===== src/rtl/router_channel_tx_pkg.sv =====
// ============================================================================
// Module  : router_channel_tx_pkg
// Brief   : Shared router constants: channel field offsets, flow-control bit
//           positions, VC count and the transmit FSM state type.
// Revision: 1.0
// ============================================================================
`default_nettype none

package router_channel_tx_pkg;

  localparam int c_num_vc     = 2;
  localparam int c_chan_w     = 69;
  localparam int c_ch_valid   = 0;
  localparam int c_ch_head    = 1;
  localparam int c_ch_tail    = 2;
  localparam int c_ch_vc      = 3;
  localparam int c_ch_pay_lsb = 4;
  localparam int c_ch_pay_w   = 64;
  localparam int c_ch_parity  = 68;
  localparam int c_fc_valid   = 0;
  localparam int c_fc_vc      = 1;

  typedef enum logic [0:0] {
    ST_IDLE   = 1'b0,
    ST_ACTIVE = 1'b1
  } tx_state_t;

endpackage

`default_nettype wire


===== src/rtl/router_tx_credit_ctr.sv =====
// ============================================================================
// Module  : router_tx_credit_ctr
// Brief   : Per-VC credit counter (0..buffer_size) with non-zero and
//           overflow (credit returned while already full) indications.
// Revision: 1.0
// ============================================================================
`default_nettype none

module router_tx_credit_ctr #(
  parameter  int buffer_size = 8,
  localparam int c_cnt_w     = $clog2(buffer_size + 1)
) (
  input  logic clk,
  input  logic reset,
  input  logic inc,
  input  logic dec,
  output logic nonzero,
  output logic overflow
);

  localparam logic [c_cnt_w-1:0] c_full = c_cnt_w'(buffer_size);

  logic [c_cnt_w-1:0] r_count;
  logic               w_full;

  assign w_full   = (r_count == c_full);
  assign nonzero  = (r_count != '0);
  // A return alongside a spend on the same VC nets to zero and is legal.
  assign overflow = inc && !dec && w_full;

  always_ff @(posedge clk or posedge reset) begin
    if (reset) begin
      r_count <= c_full;
    end else if (inc && !dec && !w_full) begin
      r_count <= r_count + 1'b1;
    end else if (dec && !inc) begin
      r_count <= r_count - 1'b1;
    end
  end

endmodule

`default_nettype wire


===== src/rtl/router_channel_tx.sv =====
// ============================================================================
// Module  : router_channel_tx
// Brief   : Credit-based two-VC router channel transmitter with sticky error.
//           Optional even parity in channel bit 68 via ROUTER_TX_PARITY_EN.
// Revision: 1.0
// ============================================================================
`default_nettype none

module router_channel_tx
  import router_channel_tx_pkg::*;
#(
  parameter int buffer_size     = 8,
  parameter int flit_data_width = 64
) (
  input  logic                       clk,
  input  logic                       reset,
  input  logic                       in_valid,
  output logic                       in_ready,
  input  logic                       in_head,
  input  logic                       in_tail,
  input  logic [flit_data_width-1:0] in_data,
  output logic [0:c_chan_w-1]        channel_out,
  input  logic [0:1]                 flow_ctrl_in,
  output logic                       error
);

  tx_state_t r_state, w_state_nxt;
  logic      r_cur_vc, w_cur_vc_nxt;
  logic      r_rr_last, w_rr_last_nxt;
  logic      w_rr_alt, w_rr_pick;
  logic      w_accept, w_send, w_send_vc, w_proto_err;

  logic [c_num_vc-1:0]   w_nonzero, w_overflow, w_inc, w_dec;
  logic [c_ch_pay_w-1:0] w_payload;
  logic [0:c_chan_w-1]   w_chan, r_chan;
  logic                  r_error;

  for (genvar v = 0; v < c_num_vc; v++) begin : g_vc
    assign w_inc[v] = flow_ctrl_in[c_fc_valid] && (flow_ctrl_in[c_fc_vc] == 1'(v));
    assign w_dec[v] = w_send && (w_send_vc == 1'(v));

    router_tx_credit_ctr #(
      .buffer_size(buffer_size)
    ) u_ctr (
      .clk     (clk),
      .reset   (reset),
      .inc     (w_inc[v]),
      .dec     (w_dec[v]),
      .nonzero (w_nonzero[v]),
      .overflow(w_overflow[v])
    );
  end

  assign in_ready = (r_state == ST_IDLE) ? (|w_nonzero) : w_nonzero[r_cur_vc];
  assign w_accept = in_valid && in_ready;

  // Round-robin: prefer the VC after the last one chosen, fall back if empty.
  assign w_rr_alt  = ~r_rr_last;
  assign w_rr_pick = w_nonzero[w_rr_alt] ? w_rr_alt : r_rr_last;

  always_comb begin
    w_state_nxt   = r_state;
    w_cur_vc_nxt  = r_cur_vc;
    w_rr_last_nxt = r_rr_last;
    w_send        = 1'b0;
    w_send_vc     = r_cur_vc;
    w_proto_err   = 1'b0;
    case (r_state)
      ST_IDLE: begin
        if (w_accept) begin
          if (in_head) begin
            w_send        = 1'b1;
            w_send_vc     = w_rr_pick;
            w_cur_vc_nxt  = w_rr_pick;
            w_rr_last_nxt = w_rr_pick;
            if (!in_tail) w_state_nxt = ST_ACTIVE;
          end else begin
            w_proto_err = 1'b1;
          end
        end
      end
      ST_ACTIVE: begin
        if (w_accept) begin
          if (in_head) begin
            w_proto_err = 1'b1;
          end else begin
            w_send = 1'b1;
            if (in_tail) w_state_nxt = ST_IDLE;
          end
        end
      end
      default: w_state_nxt = ST_IDLE;
    endcase
  end

  assign w_payload = c_ch_pay_w'(in_data);

  always_comb begin
    w_chan              = '0;
    w_chan[c_ch_valid]  = 1'b1;
    w_chan[c_ch_head]   = in_head;
    w_chan[c_ch_tail]   = in_tail;
    w_chan[c_ch_vc]     = w_send_vc;
    for (int i = 0; i < c_ch_pay_w; i++) begin
      w_chan[c_ch_pay_lsb + i] = w_payload[i];
    end
`ifdef ROUTER_TX_PARITY_EN
    w_chan[c_ch_parity] = ^w_chan[0:c_ch_parity-1];
`endif
  end

  always_ff @(posedge clk or posedge reset) begin
    if (reset) begin
      r_state   <= ST_IDLE;
      r_cur_vc  <= 1'b0;
      r_rr_last <= 1'b1;
      r_chan    <= '0;
      r_error   <= 1'b0;
    end else begin
      r_state   <= w_state_nxt;
      r_cur_vc  <= w_cur_vc_nxt;
      r_rr_last <= w_rr_last_nxt;
      r_chan    <= w_send ? w_chan : '0;
      r_error   <= r_error | w_proto_err | (|w_overflow);
    end
  end

  assign channel_out = r_chan;
  assign error       = r_error;

endmodule

`default_nettype wire

===== config.mk =====
export PLATFORM = sky130hd
export DESIGN_NAME = router_channel_tx
export DESIGN_NICKNAME = d
export VERILOG_FILES = /design/src/rtl/router_channel_tx_pkg.sv /design/src/rtl/router_tx_credit_ctr.sv /design/src/rtl/router_channel_tx.sv
export SDC_FILE = /design/constraint.sdc
export NUM_CORES = 1
export LEC_CHECK = 0
export ABC_CLOCK_PERIOD_IN_PS = 3350
export CAP_MARGIN = 10
export CORE_MARGIN = 2
export CORE_UTILIZATION = 30
export DETAILED_ROUTE_END_ITERATION = 7
export DONT_BUFFER_PORTS = 1
export GPL_ROUTABILITY_DRIVEN = 0
export PLACE_DENSITY_LB_ADDON = 0.15
export SYNTH_ARGS = -nofsm -noshare
export SYNTH_HDL_FRONTEND = slang
export SYNTH_SLANG_ARGS = --single-unit

===== constraint.sdc =====
create_clock -name clk -period 3.35 [get_ports clk]
set_input_delay 0.8375 -clock clk [delete_from_list [all_inputs] [get_ports clk]]
set_output_delay 0.8375 -clock clk [all_outputs]
set_load 0.05 [all_outputs]

==> flow_summary_export.csv <==
group,metric,value,unit
status,status,"finished clean",
logic_synthesis,synth_edf_count,0,
grt,grt_pass1_wl,10.34,mm
drt,drt_wl_total,6.818,mm
drt,route.detailed.drc,0,
layout,num_antenna_cells,0,
timing,tns,0,ns
timing,slew_violations,0,
timing,hold_viol,0,
worst_setup_path,arrival,2.22,ns
layout,layout_commonest_cell,"dfrtp_1",
layout,drive_gt1_share,15.38,%
worst_setup_path,r2r_slack,0.46,ns
timing,timing.final.crit_share,91.13,%
drt,drt_iter0_drc,92,
worst_setup_path,critPathRequiredTime,2.51,ns
logic_synthesis,ys.flop_type,"dfrtp_1",
clock_tree,clk_latency,0.34,ns
timing,slew_headroom,66.30,%
logic_synthesis,synthCells,250,
floorplanning,die-height,107.8,um
layout,nNetsFinal,332,
drt,avgViaCountPerCell,4.760,
floorplanning,dieArea,11630,um^2
drt,drtPass1Iterations,4,
power,p_leak,1.619,nW
clock_tree,h-tree-depth,3,
worst_setup_path,cp_max_fo,8,
hold_path,hold_path.class,"primary input to async pin",
worst_setup_path,critical_path.cell_chain,"or4_1 > mux2i_1 > a21oi_1 > buf_4",
clock_tree,tritoncts,"yes",
logic_synthesis,seq_area_frac_synth,62.01,%
drt,vias,1885,
floorplanning,rows,37,
grt,grt_max_degree,81,
place,port_buffers,0,
floorplanning,chipWidth,107.8,um
power,p_per_area,927.6,nW/um^2
logic_synthesis,syn_area,3234,um^2
place,dp.final_hpwl,4.884,mm
run,cap_violations,0,
worst_setup_path,slowest_delay,0.70,ns
grt,antenna_found_initial,1,
worst_setup_path,startpoint_type,"register",
worst_setup_path,crit_path_end_kind,"output pin",
clock_tree,cts_buffer_depth,2,
timing,clock.fmax,327.6,MHz
worst_setup_path,cp_slowest_cell,"or4_1",
logic_synthesis,ys_ff_latch,80,
drt,post_drt_wl_per_cell,17.22,um
logic_synthesis,synth_cell_types,57,
worst_setup_path,rr_worst_depth,8,
timing,rsz0062_at_grt,"no",
clock_tree,cts_resized,0,
timing,setup_viol,0,
clock_tree,cts.clk_slew.worst_paths,0.09,ns
layout,syn_to_final_growth,12.61,%
worst_setup_path,crit_type,"register to output pin",
clock_tree,cts_num_sinks,80,
grt,grt_overflow,0,
grt,grt_pass1_vias,1927,
logic_synthesis,synthArstFlopShare,100.0,%
logic_synthesis,yosys_warnings,0,
power,vdd_drop_max,0.3054,mV
drt,detail-route-antenna-nets,0,
clock_tree,cts_hold_buf,0,
clock_tree,clockRootBuffer,"clkbuf_8",
timing,worstMarginPinSlew,0.5055,ns
clock_tree,cts_setup_buffers,0,
floorplanning,coreArea,10420,um^2
place,postPlaceCellArea,3400,um^2
layout,final_cell_area,3642,um^2
logic_synthesis,syn-num-nets,327,
floorplanning,initial_core_util,31.05,%
layout,fill_cells,1010,
logic_synthesis,avgSynthCellArea,12.94,um^2
clock_tree,cts_inserted_buffers,9,
timing,fin_crit,3.053,ns
floorplanning,pin_count,142,
layout,mostFrequentLayoutCells,"dfrtp_1 (77), nor2b_1 (65), clkbuf_8 (9)",
grt,grt_usage,11.75,%
timing,finClkSkew,0.01565,ns
-- logic make-up (layout without fill, tap and decap cells) --
family / after synthesis / count (layout) / share of synthesized area [%]
XOR/XNOR: 3 / 3 / 0.8125
other: 1 / 1 / 0.1159
AO/OA/AOI/OAI: 39 / 39 / 10.10
flip-flops: 80 / 80 / 62.01
buffers and inverters: 17 / 27 / 3.094
AND/OR/NAND/NOR: 101 / 101 / 19.96
multiplexers: 3 / 3 / 1.122
adder cells (fa/ha/maj): 6 / 6 / 2.785
-- per-layer routing --
metal / wire, um / up-vias / share of wire, % / track usage [%]
li1: - / 856 / - / -
met1: 2704 / 928 / 40 / 13.19
met2: 3293 / 89 / 48 / 19.45
met3: 714 / 10 / 10 / 5.630
met4: 89 / 2 / 1.3 / 4.121
met5: 16 / - / 0.23 / 0
-- final timing paths --
path	start	endpoint
min in group clk	g_vc[1].u_ctr.r_count[3]$_DFFE_PP1P_	g_vc[1].u_ctr.r_count[3]$_DFFE_PP1P_
min reg2reg	g_vc[1].u_ctr.r_count[3]$_DFFE_PP1P_	g_vc[1].u_ctr.r_count[3]$_DFFE_PP1P_
max in group asynchronous	reset	g_vc[1].u_ctr.r_count[3]$_DFFE_PP1P_
min	reset	channel_out[55]$_DFF_PP0_
max reg2reg	g_vc[0].u_ctr.r_count[0]$_DFFE_PP0P_	g_vc[1].u_ctr.r_count[3]$_DFFE_PP1P_
max	g_vc[1].u_ctr.r_count[0]$_DFFE_PP0P_	in_ready
-- worst max-delay path: cells and delay by family (launching register included) --
kind	cells	cell delay, ns
muxes	1	0.35
AOI/OAI and AO/OA	1	0.12
DFF	1	0.49
buffers and inverters	1	0.21
and+or+nand+nor	1	0.70
-- cells in the mapped netlist (3+ instances only) --
cell type | instances | share of area, %
dfrtp_1 | 77 | 60
nor2b_1 | 65 | 13
a21oi_1 | 6 | 0.93
buf_4 | 6 | 1.4
nand2_1 | 6 | 0.70
nor2_1 | 6 | 0.70
buf_2 | 5 | 0.77
ha_1 | 4 | 1.5
inv_1 | 4 | 0.46
o211ai_1 | 4 | 0.93
o21ai_0 | 4 | 0.62
a21o_1 | 3 | 0.70
a32o_1 | 3 | 0.93
dfstp_2 | 3 | 2.4
-- per-stage QoR --
stage / setup slack (ns) / cells / power [mW] / utilization [%] / hold WS [ns]
after CTS: 0.2809 / 396 / 3.438 / 34.97 / 0.4643
after global placement: 0.4697 / 380 / 2.551 / 32.64 / 0.5537
final: 0.2970 / 396 / 3.378 / 34.97 / 0.4504
after global routing: 0.1631 / 396 / 3.586 / 34.97 / 0.4500
after detailed placement: 0.3863 / 380 / 2.558 / 32.64 / 0.5607
after floorplan: 0.3052 / 250 / 2.373 / - / 0.5124
-- state kept, by name, indices dropped and copies added (netlist names) --
| signal | flops |
|---|---|
| channel_out | 68 |
| error | 1 |
| g_vc.u_ctr.r_count | 8 |
| r_cur_vc | 1 |
| r_rr_last | 1 |
| r_state | 1 |
-- final cells by class --
cell class / instances / area (um^2) / area share, %
timing repair buffer: 7 / 77.57 / 2.130
tap: 136 / 170.2 / 4.672
sequential: 80 / 2006 / 55.07
clock buffer: 10 / 127.6 / 3.504
inverter: 4 / 16.27 / 0.4466
clock inverter: 6 / 115.1 / 3.160
multi-input combinational: 153 / 1130 / 31.02
-- report_power, final --
group	switching [mW]	total (mW)	internal (mW)	leakage (nW)
logic	0.374	0.680	0.306	0.464
registers	0.669	1.84	1.17	1.04
clock network	0.360	0.861	0.501	0.117
total	1.40	3.38	1.98	1.62
Note: power is estimated with default switching activity, not from simulation.
